<file path="src/rtl/mat_addr_gen.sv">
// rtl/mat_addr_gen.sv - two-level tile address sequencer with row/tile-end markers
// Optional column-major walk enabled by macro MAT_ADDR_GEN_TRANSPOSE_EN.
module mat_addr_gen #(
  parameter int ADDR_WIDTH = 32,
  parameter int CNT_WIDTH  = 8
) (
  input  logic                  clkIn,
  input  logic                  rstNIn,
  input  logic                  startIn,
  input  logic [ADDR_WIDTH-1:0] baseIn,
  input  logic [CNT_WIDTH-1:0]  rowsIn,
  input  logic [CNT_WIDTH-1:0]  colsIn,
  input  logic [ADDR_WIDTH-1:0] rowStrideIn,
  input  logic [ADDR_WIDTH-1:0] colStrideIn,
`ifdef MAT_ADDR_GEN_TRANSPOSE_EN
  input  logic                  transIn,
`endif
  output logic [ADDR_WIDTH-1:0] addrOut,
  output logic                  addrValidOut,
  input  logic                  addrReadyIn,
  output logic                  rowLastOut,
  output logic                  tileLastOut,
  output logic                  busyOut,
  output logic                  doneOut
);

  typedef enum logic [1:0] {S_IDLE, S_RUN, S_DONE} state_t;

  state_t                r_state;
  logic [CNT_WIDTH-1:0]  r_in_idx;
  logic [CNT_WIDTH-1:0]  r_out_idx;
  logic [CNT_WIDTH-1:0]  r_in_last_idx;
  logic [CNT_WIDTH-1:0]  r_out_last_idx;
  logic [ADDR_WIDTH-1:0] r_in_stride;
  logic [ADDR_WIDTH-1:0] r_out_stride;
  logic [ADDR_WIDTH-1:0] r_line_start;
  logic [ADDR_WIDTH-1:0] r_addr;
  logic                  r_valid;
  logic                  r_row_last;
  logic                  r_tile_last;
  logic                  r_busy;
  logic                  r_done;

  logic                  w_trans;
  logic [CNT_WIDTH-1:0]  w_in_cnt;
  logic [CNT_WIDTH-1:0]  w_out_cnt;
  logic [ADDR_WIDTH-1:0] w_in_stride;
  logic [ADDR_WIDTH-1:0] w_out_stride;
  logic                  w_accept;
  logic [CNT_WIDTH-1:0]  w_in_idx_inc;
  logic [CNT_WIDTH-1:0]  w_out_idx_inc;
  logic [ADDR_WIDTH-1:0] w_next_line;

`ifdef MAT_ADDR_GEN_TRANSPOSE_EN
  assign w_trans = transIn;
`else
  assign w_trans = 1'b0;
`endif

  // The walk is expressed as inner/outer loops; transpose just swaps which axis is inner.
  assign w_in_cnt      = w_trans ? rowsIn : colsIn;
  assign w_out_cnt     = w_trans ? colsIn : rowsIn;
  assign w_in_stride   = w_trans ? rowStrideIn : colStrideIn;
  assign w_out_stride  = w_trans ? colStrideIn : rowStrideIn;
  assign w_accept      = r_valid && addrReadyIn;
  assign w_in_idx_inc  = r_in_idx + CNT_WIDTH'(1);
  assign w_out_idx_inc = r_out_idx + CNT_WIDTH'(1);
  assign w_next_line   = r_line_start + r_out_stride;

  always_ff @(posedge clkIn or negedge rstNIn) begin
    if (!rstNIn) begin
      r_state        <= S_IDLE;
      r_in_idx       <= '0;
      r_out_idx      <= '0;
      r_in_last_idx  <= '0;
      r_out_last_idx <= '0;
      r_in_stride    <= '0;
      r_out_stride   <= '0;
      r_line_start   <= '0;
      r_addr         <= '0;
      r_valid        <= 1'b0;
      r_row_last     <= 1'b0;
      r_tile_last    <= 1'b0;
      r_busy         <= 1'b0;
      r_done         <= 1'b0;
    end else begin
      case (r_state)
        S_IDLE: begin
          r_done <= 1'b0;
          if (startIn) begin
            r_in_last_idx  <= w_in_cnt - CNT_WIDTH'(1);
            r_out_last_idx <= w_out_cnt - CNT_WIDTH'(1);
            r_in_stride    <= w_in_stride;
            r_out_stride   <= w_out_stride;
            r_in_idx       <= '0;
            r_out_idx      <= '0;
            r_busy         <= 1'b1;
            if (rowsIn == '0 || colsIn == '0) begin
              r_state <= S_DONE;
              r_done  <= 1'b1;
            end else begin
              r_state      <= S_RUN;
              r_valid      <= 1'b1;
              r_addr       <= baseIn;
              r_line_start <= baseIn;
              r_row_last   <= (w_in_cnt == CNT_WIDTH'(1));
              r_tile_last  <= (w_in_cnt == CNT_WIDTH'(1)) && (w_out_cnt == CNT_WIDTH'(1));
            end
          end
        end
        S_RUN: begin
          if (w_accept) begin
            if (r_tile_last) begin
              r_state     <= S_DONE;
              r_valid     <= 1'b0;
              r_row_last  <= 1'b0;
              r_tile_last <= 1'b0;
              r_done      <= 1'b1;
            end else if (r_row_last) begin
              r_in_idx     <= '0;
              r_out_idx    <= w_out_idx_inc;
              r_line_start <= w_next_line;
              r_addr       <= w_next_line;
              r_row_last   <= (r_in_last_idx == '0);
              r_tile_last  <= (r_in_last_idx == '0) && (w_out_idx_inc == r_out_last_idx);
            end else begin
              r_in_idx    <= w_in_idx_inc;
              r_addr      <= r_addr + r_in_stride;
              r_row_last  <= (w_in_idx_inc == r_in_last_idx);
              r_tile_last <= (w_in_idx_inc == r_in_last_idx) && (r_out_idx == r_out_last_idx);
            end
          end
        end
        S_DONE: begin
          r_state <= S_IDLE;
          r_done  <= 1'b0;
          r_busy  <= 1'b0;
        end
        default: r_state <= S_IDLE;
      endcase
    end
  end

  assign addrOut      = r_addr;
  assign addrValidOut = r_valid;
  assign rowLastOut   = r_row_last;
  assign tileLastOut  = r_tile_last;
  assign busyOut      = r_busy;
  assign doneOut      = r_done;

endmodule

</file>
<file path="config.mk">
export PLATFORM = sky130hd
export DESIGN_NAME = mat_addr_gen
export DESIGN_NICKNAME = d
export VERILOG_FILES = /design/src/rtl/mat_addr_gen.sv
export SDC_FILE = /design/constraint.sdc
export NUM_CORES = 1
export LEC_CHECK = 0
export BUFFER_PORTS_ARGS = -buffer_cell sky130_fd_sc_hd__clkbuf_2
export CAP_MARGIN = 20
export CORE_ASPECT_RATIO = 0.75
export CORE_MARGIN = 4
export CORE_UTILIZATION = 55
export DETAILED_ROUTE_END_ITERATION = 16
export PLACE_DENSITY = 0.89
export SLEW_MARGIN = 5
export SYNTH_ARGS = -nofsm -noshare
export SYNTH_HDL_FRONTEND = slang
export SYNTH_SLANG_ARGS = --single-unit
</file>
<file path="constraint.sdc">
create_clock -name clkIn -period 3.7 [get_ports clkIn]
set_input_delay 0.185 -clock clkIn [delete_from_list [all_inputs] [get_ports clkIn]]
set_output_delay 0.185 -clock clkIn [all_outputs]
set_load 0.02 [all_outputs]
</file>
==> flow_metrics.py, run 1 <==
metrics = {
    "route": {
        "post_drt_wl_per_cell_um": 20.3,
        "initialDrtViolationCount": 1105,
        "wl_um": 33800,
        "drtPass1Iterations": 8,
        "via_count": 10400,
        "drc": 0,
        "viasPerCell": 6.24,
        "ant_nets": 0,
    },
    "sta": {
        "worst_pin_slew_ns": 1.01,
        "finalCritPeriodShare_pct": 92.7,
        "rsz0062_at_grt": "no",
        "fmax_mhz": 292,
        "slew_headroom_pct": 32.5,
        "setup_viol": 0,
        "final_hold_viol_count": 0,
        "clock_skew_ns": 0.0136,
        "min_period_ns": 3.43,
        "slew_violations": 0,
        "hold_ws_ns": 0.00350,
        "setup_tns_ns": 0,
    },
    "synthesis": {
        "synth-edff-count": 0,
        "postSynthCellCount": 1202,
        "synth_flop_cell": "dfrtp_1",
        "synth.cells.most_frequent": "dfrtp_1 (167), nand2_1 (136), o21ai_0 (93)",
        "syn_nets": 1392,
        "synth.distinct_cells": 63,
        "synth_area_um2": 11000,
        "yosys.area.top_type_share_pct": 38.0,
        "syn_avg_cell_area_um2": 9.14,
        "synth.ff_latch_count": 167,
        "yosysMostFrequentCell": "dfrtp_1",
        "async_flop_share_pct": 100,
        "ys_seq_area_share_pct": 38.0,
        "yosys-top-cells-area": "dfrtp_1 (38%), ha_1 (8.2%), mux2_2 (6.9%)",
        "yosys_warnings": 0,
        "yosysTopAreaCell": "dfrtp_1",
    },
    "global_routing": {
        "grt_pass1_wl_um": 53600,
        "grt_usage_pct": 30.5,
        "antenna_found_initial": 1,
        "grt_max_degree": 108,
        "grt_pass1_vias": 10200,
        "grt-ovfl-total": 0,
    },
    "pwr": {
        "power_leakage_nw": 6.18,
        "power_density_nw_per_um2": 1130,
        "ir_drop_v": 0.000592,
    },
    "setup_path": {
        "path_class": "flop to flop",
        "critPathLaunchType": "flop",
        "r2r_cells": 12,
        "worstPathArrival_ns": 3.74,
        "r2r-end": "addrOut[30]$_DFFE_PN0P_",
        "crit_required_ns": 4.01,
        "cp-end-kind": "flop",
        "r2r_start": "addrOut[0]$_DFFE_PN0P_",
        "rrSetupSlack_ns": 0.27,
        "cp_max_fo": 3,
    },
    "clocking": {
        "cts_setup_buffers": 0,
        "root_buffer": "clkbuf_16",
        "h-tree-depth": 4,
        "cts_num_sinks": 167,
        "clkTransAtPathRegs_ns": 0.08,
        "clock_path_buffers": 2,
        "clock_latency_ns": 0.44,
        "cts_buffers": 17,
        "cts_tree": "yes",
    },
    "floorplan": {
        "num_io_pins": 153,
        "core_area_um2": 19500,
        "start_util_pct": 56.4,
        "dieWidth_um": 171,
        "num_rows": 44,
        "fp.dieH_um": 130,
        "die-area_um2": 22300,
    },
    "placed_design": {
        "portBuffers": 152,
        "gp_congestion": 1.04,
        "dpl.hpwl_um": 24500,
    },
    "min_path": {
        "whs_endpoint": "r_in_stride[7]$_DFFE_PN0P_",
        "hold_path_depth": 2,
        "hp-class": "input pin to flop",
        "hp-start": "colStrideIn[7]",
    },
    "run": {
        "maxCapViolCount": 0,
    },
    "run_status": {
        "status": "finished clean",
    },
    "cells_and_area": {
        "antenna_cells": 0,
        "fin_nets": 1592,
        "drive_gt1_share_pct": 19.8,
        "area_growth_pct": 21.0,
    },
}
[per-stage QoR]
step | std cells | util, % | setup WS, ns | power, W | instance area, um2
CTS | 1668 | 68.2 | 0.250 | 0.0147 | 13300
global route | 1668 | 68.2 | 0.0529 | 0.0161 | 13300
detailed placement | 1575 | 61.8 | 0.291 | 0.0126 | 12000
floorplan | 1202 | - | 0.606 | 0.0101 | 11000
global placement | 1575 | 61.8 | 0.346 | 0.0123 | 12000
finish | 1668 | 68.2 | 0.271 | 0.0151 | 13300
[area by class of cell]
type	instances	area (um2)
multi-input cells	953	6520
well taps	253	317
clock inverters	13	180
clock buffers	19	453
flip-flops and latches	167	4180
inverters	32	120
repair buffers	231	1530
fillers	1502	6200
[routing by layer]
metal / global-route usage, % / share of wire (%) / up-vias
li1: - / - / 4763
met1: 42.1 / 41 / 4931
met2: 46.6 / 43 / 602
met3: 9.05 / 12 / 115
met4: 10.2 / 3.4 / 2
met5: 0 / 0.038 / -
[power breakdown]
group          leakage, nW  switching (W)  internal [W]
Clock                0.312       0.000819       0.00112
Sequential            2.02       0.000843       0.00270
Combinational         3.85        0.00578       0.00379
Total                 6.18        0.00744       0.00762
[timing repair]
action / in CTS / in global routing
hold endpoints to repair: 164 / 0
hold buffers: 61 / 0
resized for setup: 0 / 1
setup endpoints to repair: 0 / 1
[worst max path at each step]
stage          cells past startpoint  slack [ns]                      endpoint                   startpoint
6_report                          12        0.27       addrOut[30]$_DFFE_PN0P_       addrOut[0]$_DFFE_PN0P_
5_1_grt                           12        0.05  r_line_start[30]$_DFFE_PN0P_  r_out_stride[0]$_DFFE_PN0P_
4_1_cts                           12        0.25       addrOut[30]$_DFFE_PN0P_       addrOut[0]$_DFFE_PN0P_
3_5_place_dp                      12        0.29       addrOut[30]$_DFFE_PN0P_       addrOut[0]$_DFFE_PN0P_
3_3_place_gp                      12        0.35       addrOut[30]$_DFFE_PN0P_       addrOut[0]$_DFFE_PN0P_
2_1_floorplan                     12        0.61       addrOut[24]$_DFFE_PN0P_       addrOut[0]$_DFFE_PN0P_
[state kept, by name, summed over array words and instances (netlist names)]
register	flops
r_out_stride	32
r_in_idx	8
doneOut	1
rowLastOut	1
r_state	2
addrOut	32
r_in_last_idx	8
addrValidOut	1
r_line_start	32
r_out_idx	8
r_in_stride	32
busyOut	1
tileLastOut	1
r_out_last_idx	8
[cell families after synthesis]
family	share of synthesized area [%]
compound gates	20.2
xor+xnor	6.70
fa+ha+maj	8.56
buf+inv	2.80
flops	38.0
mux	8.97
simple gates	14.7
[worst max-delay path, cell delays in order, from the launching register on]
cell,delay [ns]
dfrtp_1,0.40
ha_1,0.23
fa_1,0.42
a21oi_1,0.23
o21ai_1,0.13
a211oi_2,0.32
o311ai_1,0.24
a221o_1,0.44
a21oi_2,0.24
o21ai_1,0.14
a21oi_1,0.19
mux2i_1,0.21
a31oi_1,0.10
[cell usage in the layout (no fill, tap or decap), drive strengths merged, types with 12 or more instances in the layout]
master,n
xnor2,57
o21ai,116
nand2b,13
inv,40
mux2i,22
a21o,35
nand3,30
a31oi,13
nand4,12
nor2,69
buf,19
and3,16
dlygate4sd3,61
nand2,136
a21oi,92
nor3,20
ha,72
dfrtp,167
a211oi,13
xor2,27
clkbuf,170
mux2,68
No activity file was read; power rests on OpenSTA's default activity.
==> run 2, diff against run 1 <==
--- a/config.mk
+++ b/config.mk
@@ -7,11 +7,13 @@
 export LEC_CHECK = 0
 export BUFFER_PORTS_ARGS = -buffer_cell sky130_fd_sc_hd__clkbuf_2
 export CAP_MARGIN = 20
+export CELL_PAD_IN_SITES_DETAIL_PLACEMENT = 1
+export CELL_PAD_IN_SITES_GLOBAL_PLACEMENT = 1
 export CORE_ASPECT_RATIO = 0.75
 export CORE_MARGIN = 4
-export CORE_UTILIZATION = 55
+export CORE_UTILIZATION = 45
 export DETAILED_ROUTE_END_ITERATION = 16
-export PLACE_DENSITY = 0.89
+export PLACE_DENSITY = 0.94
 export SLEW_MARGIN = 5
 export SYNTH_ARGS = -nofsm -noshare
 export SYNTH_HDL_FRONTEND = slang
==> run 2 against run 1 <==
Effect of this change: clock-buffer cell count is 1 lower; non-clock buffer count shrank 6; largest cell class unchanged; combinational power is 6% higher; die area grew 21%; global-route usage fell by 0.69 points; sequential power rose by 2%; setup slack got worse by 0.14 ns; critical path depth unchanged.
==> flow_metrics.py, run 2 (synthesized netlist as in run 1, its figures left out) <==
metrics = {
    "sta": {
        "clock_skew_ns": 0.0183,
        "fmax_mhz": 280,
        "slew_headroom_pct": 38.8,
        "setup_tns_ns": 0,
        "rsz0062_at_grt": "no",
        "final_hold_viol_count": 0,
        "finalCritPeriodShare_pct": 96.6,
        "worst_pin_slew_ns": 0.915,
        "min_period_ns": 3.57,
        "setup_viol": 0,
        "slew_violations": 0,
    },
    "global_routing": {
        "grt_pass1_vias": 11300,
        "grt_usage_pct": 29.9,
        "grt_pass1_wl_um": 64300,
        "grt-ovfl-total": 0,
        "antenna_found_initial": 4,
        "grt_max_degree": 109,
    },
    "placed_design": {
        "portBuffers": 152,
        "gp_congestion": 0.911,
        "dpl.hpwl_um": 26900,
    },
    "setup_path": {
        "r2r_start": "r_line_start[0]$_DFFE_PN0P_",
        "r2r-end": "r_line_start[30]$_DFFE_PN0P_",
        "cp_max_fo": 5,
        "worstPathArrival_ns": 3.87,
        "path_depth": 12,
        "crit_required_ns": 3.99,
        "critPathLaunchType": "flop",
        "critPathTopFamily": "compound AO/OA/AOI/OAI gates",
        "rrSetupSlack_ns": 0.13,
        "cp_cell_sequence": "ha_1, fa_1, a21o_1, a21oi_1, o21ai_1, nand3_1, o211ai_1, o2111ai_1, a2111oi_0, or3_1, a31oi_1, o21ai_0",
        "critical_path_buf_inv_count": 0,
        "path_class": "flop to flop",
        "cp-end-kind": "flop",
        "r2r_cells": 12,
        "crit_path_max_incr_delay_ns": 0.44,
        "crit_path_top_delay_cell": "o2111ai_1",
    },
    "floorplan": {
        "num_io_pins": 153,
        "core_area_um2": 24000,
        "dieWidth_um": 188,
        "start_util_pct": 45.8,
        "die-area_um2": 27000,
        "num_rows": 49,
        "fp.dieH_um": 143,
    },
    "pwr": {
        "p_sw_w": 0.00804,
        "seqPwrFrac_pct": 23.2,
        "internal_power_w": 0.00753,
        "fin_total_pwr_w": 0.0156,
        "ir_drop_v": 0.000478,
        "power_density_nw_per_um2": 1170,
        "comb_power_share_pct": 65.0,
        "power_leakage_nw": 6.14,
        "swShare_pct": 51.6,
        "p_clk_share_pct": 11.8,
    },
    "run_status": {
        "status": "finished clean",
    },
    "cells_and_area": {
        "mostFrequentLayoutCells": "dfrtp_1 (167), clkbuf_2 (151), nand2_1 (135)",
        "final_common_cell": "dfrtp_1",
        "final_core_util_pct": 55.6,
        "register_area_um2": 4180,
        "drive_gt1_share_pct": 20.0,
        "fin_nets": 1586,
        "area_growth_pct": 21.4,
        "nFillCells": 2751,
        "multi_input_area_um2": 6540,
    },
    "route": {
        "viasPerCell": 6.15,
        "drtPass1Iterations": 5,
        "drc": 0,
        "via_count": 10700,
        "ant_nets": 0,
        "wl_um": 40900,
        "post_drt_wl_per_cell_um": 23.4,
        "initialDrtViolationCount": 1130,
    },
    "clocking": {
        "root_buffer": "clkbuf_16",
        "cts_buffers": 17,
        "clock_path_buffers": 2,
        "cts_num_sinks": 167,
        "clock_latency_ns": 0.45,
        "cts_tree": "yes",
        "h-tree-depth": 4,
        "clkTransAtPathRegs_ns": 0.07,
        "cts_setup_buffers": 0,
    },
    "min_path": {
        "hp-start": "colStrideIn[17]",
        "hp-class": "input pin to flop",
        "whs_endpoint": "r_in_stride[17]$_DFFE_PN0P_",
        "hold_path_depth": 2,
    },
    "run": {
        "maxCapViolCount": 0,
    },
}
## run 2: changes by cell type in the layout (fill, tap and decap cells not counted), moves of 2 or more
| cell | before | now |
|---|---|---|
| diode_2 | 0 | 3 |
| a21oi_2 | 2 | 4 |
| clkinvlp_4 | 0 | 2 |
| inv_6 | 7 | 5 |
| buf_4 | 17 | 13 |
| dlygate4sd3_1 | 61 | 57 |
| clkbuf_8 | 2 | 0 |
| a21oi_1 | 90 | 88 |
| buf_16 | 0 | 2 |
| clkinv_2 | 0 | 4 |
## run 2: how the worst max path moves through the flow
stage	to	startpoint
2_1_floorplan	addrOut[24]$_DFFE_PN0P_	addrOut[0]$_DFFE_PN0P_
3_3_place_gp	addrOut[30]$_DFFE_PN0P_	addrOut[0]$_DFFE_PN0P_
3_5_place_dp	addrOut[30]$_DFFE_PN0P_	addrOut[0]$_DFFE_PN0P_
4_1_cts	addrOut[30]$_DFFE_PN0P_	addrOut[0]$_DFFE_PN0P_
5_1_grt	r_line_start[30]$_DFFE_PN0P_	r_line_start[0]$_DFFE_PN0P_
6_report	r_line_start[30]$_DFFE_PN0P_	r_line_start[0]$_DFFE_PN0P_
## run 2: worst reg2reg max path, stage by stage (launching register included)
cell       delay, ns
dfrtp_1         0.41
ha_1            0.23
fa_1            0.43
a21o_1          0.20
a21oi_1         0.32
o21ai_1         0.15
nand3_1         0.10
o211ai_1        0.18
o2111ai_1       0.44
a2111oi_0       0.26
or3_1           0.40
a31oi_1         0.20
o21ai_0         0.10
## run 2: what timing repair did
action,in CTS,in global routing
endpoints found under the hold margin,161,0
hold buffers,57,0
resized for setup,0,6
endpoints found under the setup margin,0,3
## run 2: power groups by stage
stage          logic (W)  registers, W  clock network (W)
2_1_floorplan    0.00668       0.00341                  0
3_3_place_gp     0.00875       0.00348                  0
3_5_place_dp     0.00926       0.00354                  0
4_1_cts          0.00965       0.00354            0.00184
5_1_grt           0.0109       0.00369            0.00192
6_report          0.0101       0.00361            0.00184
## run 2: area by class of cell
| cell class | instances | share of cell area (%) |
|---|---|---|
| sequential | 167 | 31.3 |
| inverter | 32 | 0.900 |
| multi-input combinational | 953 | 49.0 |
| clock buffer | 18 | 3.22 |
| timing repair buffer | 225 | 11.3 |
| antenna | 3 | 0.0563 |
| clock inverter | 14 | 1.11 |
| tap | 331 | 3.10 |
## run 2: stage by stage
stage | setup WS, ns | hold WS [ns] | instance area, um2 | std cells
after floorplan | 0.606 | -0.111 | 11000 | 1202
after global placement | 0.325 | 0.388 | 12100 | 1648
after detailed placement | 0.210 | 0.391 | 12100 | 1649
after CTS | 0.0726 | 0.0000925 | 13300 | 1738
after global routing | 0.0249 | 0.00931 | 13300 | 1743
final | 0.127 | 0.0102 | 13300 | 1743
## run 2: layer usage
layer  global-route usage, %  part of all wire, %  wire length, um
met4                    11.3                  3.9             1600
met2                    45.8                   44            17900
met5                       0                0.027               11
met1                    40.9                   44            17800
met3                    7.99                  8.7             3550
